==> config.mk <==
export PLATFORM = sky130hd
export DESIGN_NAME = ssd_cmd_scheduler
export DESIGN_NICKNAME = d
export VERILOG_FILES = /design/src/rtl/ssd_sched_pkg.sv /design/src/rtl/rr_arb2.sv /design/src/rtl/ssd_cmd_scheduler.sv
export SDC_FILE = /design/constraint.sdc
export NUM_CORES = 1
export LEC_CHECK = 0
export ABC_CLOCK_PERIOD_IN_PS = 2100
export BUFFER_PORTS_ARGS = -buffer_cell sky130_fd_sc_hd__buf_4
export CAP_MARGIN = 20
export CORE_ASPECT_RATIO = 1.25
export CORE_MARGIN = 10
export CORE_UTILIZATION = 45
export DETAILED_ROUTE_END_ITERATION = 7
export GPL_TIMING_DRIVEN = 0
export PLACE_DENSITY = 0.81
export SYNTH_ARGS = -nofsm -noshare
export SYNTH_HDL_FRONTEND = slang
export SYNTH_HIERARCHICAL = 1
export SYNTH_SLANG_ARGS = --single-unit
==> constraint.sdc <==
create_clock -name clk -period 2.1 [get_ports clk]
set_clock_uncertainty 0.05 [all_clocks]
set_input_delay 0.105 -clock clk [delete_from_list [all_inputs] [get_ports clk]]
set_output_delay 0.105 -clock clk [all_outputs]
set_load 0.1 [all_outputs]
==> src/rtl/ssd_sched_pkg.sv <==
// Shared types and sizing constants for the SSD command scheduler.
package ssd_sched_pkg;

    localparam int unsigned SCHED_CMD_W = 45;
    localparam int unsigned SCHED_CNT_W = 16;
    localparam int unsigned SCHED_TO_W  = 24;

    // Request index positions inside the arbiter request/grant vectors
    localparam int unsigned REQ_RD = 0;
    localparam int unsigned REQ_WR = 1;

    typedef enum logic [1:0] {
        ST_IDLE,
        ST_ISSUE,
        ST_WAIT,
        ST_FAULT
    } sched_state_e;

endpackage

==> src/rtl/rr_arb2.sv <==
// Two-requester round-robin arbiter; one-hot grant, pointer advances only on accept.
module rr_arb2
    import ssd_sched_pkg::*;
(
    input  logic       clk,
    input  logic       nReset,
    input  logic [1:0] i_req,
    input  logic       i_accept,
    output logic [1:0] o_grant
);

    logic r_last_wr;

    // On a tie the requester that did not win last time is granted
    always_comb begin
        o_grant = '0;
        if (i_req == 2'b11) begin
            o_grant[REQ_WR] = ~r_last_wr;
            o_grant[REQ_RD] = r_last_wr;
        end else begin
            o_grant = i_req;
        end
    end

    always_ff @(posedge clk) begin
        if (!nReset) begin
            r_last_wr <= 1'b0;
        end else if (i_accept) begin
            r_last_wr <= o_grant[REQ_WR];
        end
    end

endmodule

==> src/rtl/ssd_cmd_scheduler.sv <==
// Arbitrates memcached read/write commands onto a single SSD command port,
// keeping one command outstanding and faulting when a completion never arrives.
module ssd_cmd_scheduler
    import ssd_sched_pkg::*;
#(
    parameter logic [SCHED_TO_W-1:0] TIMEOUT_CYCLES = 24'd1000000,
    parameter int unsigned           CMD_W          = SCHED_CMD_W,
    parameter int unsigned           CNT_W          = SCHED_CNT_W
) (
    input  logic             clk,
    input  logic             nReset,
    input  logic [CMD_W-1:0] rd_cmd_data,
    input  logic             rd_cmd_valid,
    output logic             rd_cmd_ready,
    input  logic [CMD_W-1:0] wr_cmd_data,
    input  logic             wr_cmd_valid,
    output logic             wr_cmd_ready,
    output logic [CMD_W:0]   cmd_data,
    output logic             cmd_valid,
    input  logic             cmd_ready,
    input  logic             cmd_done,
    input  logic             cmd_fail,
    input  logic             clr_err,
    output logic             busy,
    output logic             timeout_err,
    output logic [CNT_W-1:0] rd_issued_cnt,
    output logic [CNT_W-1:0] wr_issued_cnt,
    output logic [CNT_W-1:0] fail_cnt
);

    localparam logic [SCHED_TO_W-1:0] TO_LAST = TIMEOUT_CYCLES - 1'b1;

    sched_state_e          r_state;
    sched_state_e          w_next_state;
    logic [1:0]            w_grant;
    logic                  w_idle;
    logic                  w_rd_acc;
    logic                  w_wr_acc;
    logic                  w_accept;
    logic                  w_issue_hs;
    logic                  w_fail_evt;
    logic [CMD_W:0]        r_cmd_data;
    logic [CNT_W-1:0]      r_rd_cnt;
    logic [CNT_W-1:0]      r_wr_cnt;
    logic [CNT_W-1:0]      r_fail_cnt;
    logic [SCHED_TO_W-1:0] r_to_cnt;

    rr_arb2 u_arb (
        .clk      (clk),
        .nReset   (nReset),
        .i_req    ({wr_cmd_valid, rd_cmd_valid}),
        .i_accept (w_accept),
        .o_grant  (w_grant)
    );

    // Readies are gated by reset so nothing is accepted while nReset is low
    assign w_idle       = (r_state == ST_IDLE) && nReset;
    assign rd_cmd_ready = w_idle && w_grant[REQ_RD];
    assign wr_cmd_ready = w_idle && w_grant[REQ_WR];
    assign w_rd_acc     = rd_cmd_valid && rd_cmd_ready;
    assign w_wr_acc     = wr_cmd_valid && wr_cmd_ready;
    assign w_accept     = w_rd_acc || w_wr_acc;
    assign w_issue_hs   = (r_state == ST_ISSUE) && cmd_ready;
    assign w_fail_evt   = (r_state == ST_WAIT) && cmd_fail;

    assign busy          = (r_state != ST_IDLE);
    assign cmd_data      = r_cmd_data;
    assign rd_issued_cnt = r_rd_cnt;
    assign wr_issued_cnt = r_wr_cnt;
    assign fail_cnt      = r_fail_cnt;

    always_ff @(posedge clk) begin
        if (!nReset) begin
            r_state <= ST_IDLE;
        end else begin
            r_state <= w_next_state;
        end
    end

    // A completion in the timeout cycle takes priority over the fault
    always_comb begin
        w_next_state = r_state;
        cmd_valid    = 1'b0;
        timeout_err  = 1'b0;
        case (r_state)
            ST_IDLE: begin
                if (w_accept) begin
                    w_next_state = ST_ISSUE;
                end
            end
            ST_ISSUE: begin
                cmd_valid = 1'b1;
                if (cmd_ready) begin
                    w_next_state = ST_WAIT;
                end
            end
            ST_WAIT: begin
                if (cmd_done || cmd_fail) begin
                    w_next_state = ST_IDLE;
                end else if (r_to_cnt == TO_LAST) begin
                    w_next_state = ST_FAULT;
                end
            end
            ST_FAULT: begin
                timeout_err = 1'b1;
                if (clr_err) begin
                    w_next_state = ST_IDLE;
                end
            end
            default: begin
                w_next_state = ST_IDLE;
            end
        endcase
    end

    always_ff @(posedge clk) begin
        if (!nReset) begin
            r_cmd_data <= '0;
            r_rd_cnt   <= '0;
            r_wr_cnt   <= '0;
            r_fail_cnt <= '0;
            r_to_cnt   <= '0;
        end else begin
            if (w_rd_acc) begin
                r_cmd_data <= {rd_cmd_data, 1'b0};
            end else if (w_wr_acc) begin
                r_cmd_data <= {wr_cmd_data, 1'b1};
            end

            if (w_issue_hs) begin
                if (r_cmd_data[0]) begin
                    r_wr_cnt <= r_wr_cnt + 1'b1;
                end else begin
                    r_rd_cnt <= r_rd_cnt + 1'b1;
                end
            end

            if (r_state == ST_ISSUE) begin
                r_to_cnt <= '0;
            end else if (r_state == ST_WAIT) begin
                r_to_cnt <= r_to_cnt + 1'b1;
            end

            // Coincident done+fail counts as a fail
            if (w_fail_evt) begin
                r_fail_cnt <= r_fail_cnt + 1'b1;
            end
        end
    end

endmodule

# --- Word level (Yosys, flattened, before mapping) ---
# Index checks and enable logic that the tools add are counted.
totals:
  register_bits: 121
  input_bits: 98
  out_inout_bits: 99
  word_cells: 52
op_classes:
  addsub: 4
  n_eq_ne: 9
  muxes: 11
  n_bitwise: 3
  n_reduce_logical: 17
ops:
  columns: ["cell", "n"]
  rows:
  - ["$mux 46", 2]
  - ["$add 16x1->16 const B", 3]
  - ["$add 24x1->24 const B", 1]
  - ["$eq 24x20->1 const B", 1]
  - ["$mux 2", 6]
  - ["$pmux 2 s4", 1]
  - ["$logic_and 1x1->1", 7]
  - ["$eq 2x2->1 const B", 3]
  - ["$ne 2x2->1 const B", 2]
  - ["$reduce_and 2->1", 2]
  - ["$reduce_and 4->1", 1]
  - ["$reduce_bool 2->1", 2]
  - ["$reduce_or 2->1", 2]
  - ["$ne 3x3->1 const B", 1]
  - ["$not 1->1", 3]
  - ["$eq 2x1->1 const B", 1]
  - ["$logic_not 2->1", 1]
  - ["$logic_or 1x1->1", 2]
  - ["$mux 1", 2]
  - ["$ne 2x1->1 const B", 1]

# --- Longest topological paths before layout ---
depth:
  word_depth: 7
  ltp_mapped: 7

# --- Hierarchy ---
# Netlist, hierarchy kept.
by_module_without_submodules:
  columns: ["module", "instances", "cells_per_inst", "area_per_inst_um2", "seq_area_each_um2"]
  rows:
  - ["ssd_cmd_scheduler", 1, 675, 5452.7, 2402.3]
  - ["rr_arb2", 1, 6, 60.1, 20.0]

# --- Least setup slack after synthesis ---
# No wires, ideal clock.
synth_path:
  path_type: "flip-flop to flip-flop"
  startpoint: "reg r_state[0]"
  endpoint: "reg r_rd_cnt[12] (netlist: rd_issued_cnt[12])"
  arrival_time_ns: 3.055
  slack_ns: -1.076
  stages_incl_launch_ff: 6
  path_cell_list: "dfxtp_1 clkbuf_1 nor2b_1 nand4_1 or3_1 a21oi_1"
synth_between:
  elab_chain_len: 3
synth_rtl:
  columns: ["item", "line_no", "text"]
  rows:
  - ["start: declaration", "ssd_cmd_scheduler.sv:33", "sched_state_e r_state;"]
  - ["start signal: assignment", "ssd_cmd_scheduler.sv:76", "r_state <= w_next_state;"]
  - ["$eq 2x1->1", "ssd_cmd_scheduler.sv:63", "assign w_issue_hs = (r_state == ST_ISSUE) && cmd_ready;"]
  - ["$logic_and 1x1->1", "ssd_cmd_scheduler.sv:63", null]
  - ["$reduce_and 2->1 (no line)", null, null]
  - ["end signal: assignment", "ssd_cmd_scheduler.sv:134", "r_rd_cnt <= r_rd_cnt + 1'b1;"]
  - ["end: declaration", "ssd_cmd_scheduler.sv:43", "logic [CNT_W-1:0] r_rd_cnt;"]
# Every way passes these cells.
# A chain may end at the register's enable or synchronous reset.

# --- Final worst setup path ---
layout_path:
  startpoint: "reg r_state[0]"
  endpoint: "reg r_cmd_data[34] (netlist: cmd_data[34])"
layout_between:
  elab_chain_len: 5
  elab_cells_between_ends: 8
layout_rtl:
  columns: ["item", "line_no", "text"]
  rows:
  - ["$logic_not 2->1 (*)", "ssd_cmd_scheduler.sv:57", "assign w_idle = (r_state == ST_IDLE) && nReset;"]
  - ["$logic_and 1x1->1 (*)", "ssd_cmd_scheduler.sv:57", null]
  - ["$logic_and 1x1->1 (on tied branches)", "ssd_cmd_scheduler.sv:58, ssd_cmd_scheduler.sv:59", null]
  - ["$logic_and 1x1->1 (on tied branches)", "ssd_cmd_scheduler.sv:60, ssd_cmd_scheduler.sv:61", null]
  - ["$mux 46 / $reduce_bool 2->1 (equally long branches)", null, null]
  - ["end signal: assignment", "ssd_cmd_scheduler.sv:125", "r_cmd_data <= {rd_cmd_data, 1'b0};"]
  - ["end signal: assignment", "ssd_cmd_scheduler.sv:127", "r_cmd_data <= {wr_cmd_data, 1'b1};"]
  - ["end: declaration", "ssd_cmd_scheduler.sv:42", "logic [CMD_W:0] r_cmd_data;"]
# Mark *: on every way between the ends. The rest lies on a longest branch, timed or not.

==> results.toml <==
[yosys]
ys_warn_count = 6
ys_types = 51
ys_seq_area_frac = 0.439
synth.largest_area_cell = "dfxtp_1"
synth_edf_count = 0
synth_area_um2 = 5510
synth_top_area_share = 0.439
synthTopCellsByCount = "dfxtp_1, nand2_1, o21ai_0"
synth_most_common_cell = "dfxtp_1"
ys_seq_elements = 121
ys.flop_type = "dfxtp_1"
ys_async_sr_fraction = 0
post_synth.cell_area_avg_um2 = 8.10
synth_nets = 783
synth_cells = 681
synth.area.top_cells = "dfxtp_1, nand2_1, o21ai_0"

[global_route]
grt_use_total = 0.269
grt_pass1_wl_mm = 36.9
use_met2 = 0.437
antenna_found_initial = 4
grt_pass1_vias = 6769
grt_start_max_net_pins = 17
grt_busiest_layer = "met2"
met1_usage = 0.289
grtUsageMet3 = 0.108
grt_overflow_total = 0

[timing]
finalHoldViolCount = 0
tightest_slew_ps = 591
period_minus_slack_ps = 2040
setup_viol = 0
final_max_slew_viol_count = 0
holdWs_ps = 11.2
fmax_mhz = 490
rsz0062_at_grt = "true"
fin_crit_sh = 0.972
slew_headroom = 0.606

[finish]
area_delta_synth_final_pct = 61.9
multi_input_area_um2 = 2970
fill_cells = 860
regArea_um2 = 2470
final_net_count = 1091
drive_gt1_frac = 0.305

[place]
post-dp-hpwl_mm = 14.1
gpl.final_weighted_congestion = 0.825
portBuffers = 195

[clock_network]
root_buffer = "clkbuf_16"
cts_max_level = 4
cts_tree = "built"
cts_buffer_depth = 2
cts.clk_slew.worst_paths_ps = 60
clkLatencyLatePin_ps = 420
cts_buffers = 17
cts_sinks = 121

[min_path]
hold_end = "r_state[1]"
hold_depth = 3
min-delay-start = "cmd_done"
hp-class = "in -> reg"

[power]
vdd_drop_max_mv = 0.658
combPwrFrac = 0.191
p_sw_frac = 0.305
power_frac_clock = 0.456
p_sw_mw = 2.09
power.density_nw_per_um2 = 769
internal_power_mw = 4.77
seq_power_share = 0.353
p_leak_nw = 3.56
total_power_mw = 6.87

[die]
die_w_um = 119
die-area_um2 = 17100
rows = 45
core_area_um2 = 12000
io-pin-count = 197
initial_core_util = 0.458
die_y_um = 144

[detailed_routing]
num_vias = 6889
routed_wl_mm = 23.7
drt_iter0_drc = 684
vias_per_cell = 5.88
wl_per_cell_um = 20.2
dr.pass1.iters = 6
drc = 0
drtAntennaViolNets = 0

[worst_setup_path]
reg2reg_depth = 6
cp-start-kind = "register"
path_class = "reg -> reg"
timing.rr.end = "cmd_data[34]"
cp.arrival_ps = 2250
path_max_fanout = 10
r2r_start = "r_state[0]"
regToRegSetupSlack_ps = 60
worstPathRequired_ps = 2310
endpoint_kind = "register"

[run]
cap_violations = 0

[status]
status = "finished clean"
[layer usage]
| metal | up-vias | wire length [um] |
|---|---|---|
| met5 | - | 0 |
| met1 | 3196 | 8560 |
| li1 | 3083 | - |
| met4 | 0 | 1360 |
| met3 | 115 | 2770 |
| met2 | 495 | 11000 |
[worst max path at each step]
| stage | from | endpoint | slack [ps] | cells after the start |
|---|---|---|---|---|
| 2_1_floorplan | r_state[0] | u_arb/r_last_wr | -4 | 7 |
| 3_3_place_gp | r_to_cnt[0] | r_to_cnt[22] | -170 | 6 |
| 3_5_place_dp | r_to_cnt[0] | r_to_cnt[18] | -210 | 6 |
| 4_1_cts | r_to_cnt[4] | r_to_cnt[18] | 20 | 5 |
| 5_1_grt | r_state[0] | wr_issued_cnt[9] | -30 | 4 |
| 6_report | r_state[0] | cmd_data[34] | 60 | 6 |
[power by group through the flow]
stage | logic, mW | clock network (mW) | registers [mW]
2_1_floorplan | 0.313 | 0 | 2.89
5_1_grt | 1.36 | 3.24 | 2.43
3_5_place_dp | 1.10 | 0 | 2.46
4_1_cts | 1.25 | 3.11 | 2.41
3_3_place_gp | 1.09 | 0 | 2.46
6_report | 1.31 | 3.13 | 2.43
[logic make-up after synthesis]
| logic type | synth area share |
|---|---|
| AO/OA/AOI/OAI | 0.174 |
| XOR/XNOR | 0.0556 |
| adder cells (fa/ha/maj) | 0.00908 |
| buffers and inverters | 0.0393 |
| flip-flops | 0.439 |
| multiplexers | 0.00931 |
| AND/OR/NAND/NOR | 0.273 |
[layout make-up]
type                            instances  share of cell area
Buffer                                 42              0.0210
Timing Repair Buffer                  291               0.271
Sequential cell                       121               0.276
Antenna cell                            5             0.00140
Clock buffer                           17              0.0477
Multi-Input combinational cell        505               0.332
Tap cell                              164              0.0230
Inverter                               11             0.00463
Clock inverter                         15              0.0227
[layout by cell type, fill, tap and decap left out, types with 5 or more instances in the layout]
master,synthesis,final
a31oi_1,46,46
nor3_1,7,7
clkbuf_2,0,8
nand2_1,113,113
inv_1,11,11
xnor2_1,17,17
diode_2,0,5
and4_1,9,9
clkbuf_1,36,24
buf_2,8,7
or3_1,16,16
nand3_1,23,22
xor2_1,18,18
and2_1,7,6
clkinvlp_4,0,5
a21oi_1,34,32
nor2_1,43,43
clkbuf_16,0,17
dlygate4sd3_1,0,93
nand4_1,25,25
o31ai_1,9,9
buf_4,0,198
and3_1,6,6
or4_1,10,7
nand2b_1,6,6
dfxtp_1,121,88
dfxtp_2,0,32
o21ai_0,66,64
[worst max-delay path, cell delays in order (launching register included)]
cell,delay [ps]
dfxtp_1,350
buf_2,200
nor3b_2,340
nand2_1,310
clkbuf_1,350
nand2_1,180
a31oi_1,110
[state kept, by name (all words and copies together), names as in the netlist]
signal,flops
r_state,2
rd_issued_cnt,16
cmd_data,46
fail_cnt,16
r_to_cnt,24
wr_issued_cnt,16
u_arb/r_last_wr,1
[repair_timing]
action / 4_1_cts / 5_1_grt
pin swaps: 2 / 3
gates cloned: 0 / 0
gates resized for setup: 12 / 35
hold buffers: 93 / 0
setup endpoints to repair: 60 / 60
endpoints found under the hold margin: 51 / 0
setup buffers: 1 / 2
[through the flow]
| step | utilization | setup WS [ps] | area [um^2] | std cells | setup TNS (ps) |
|---|---|---|---|---|---|
| after floorplan | - | -4.40 | 5550 | 681 | -4.40 |
| after global placement | 0.599 | -173 | 7220 | 1040 | -4940 |
| after detailed placement | 0.599 | -206 | 7220 | 1040 | -5900 |
| after CTS | 0.732 | 15.6 | 8820 | 1165 | 0 |
| after global routing | 0.741 | -26.7 | 8920 | 1170 | -150 |
| final | 0.741 | 59.6 | 8930 | 1171 | 0 |
Power figures use the tool's default switching activity.
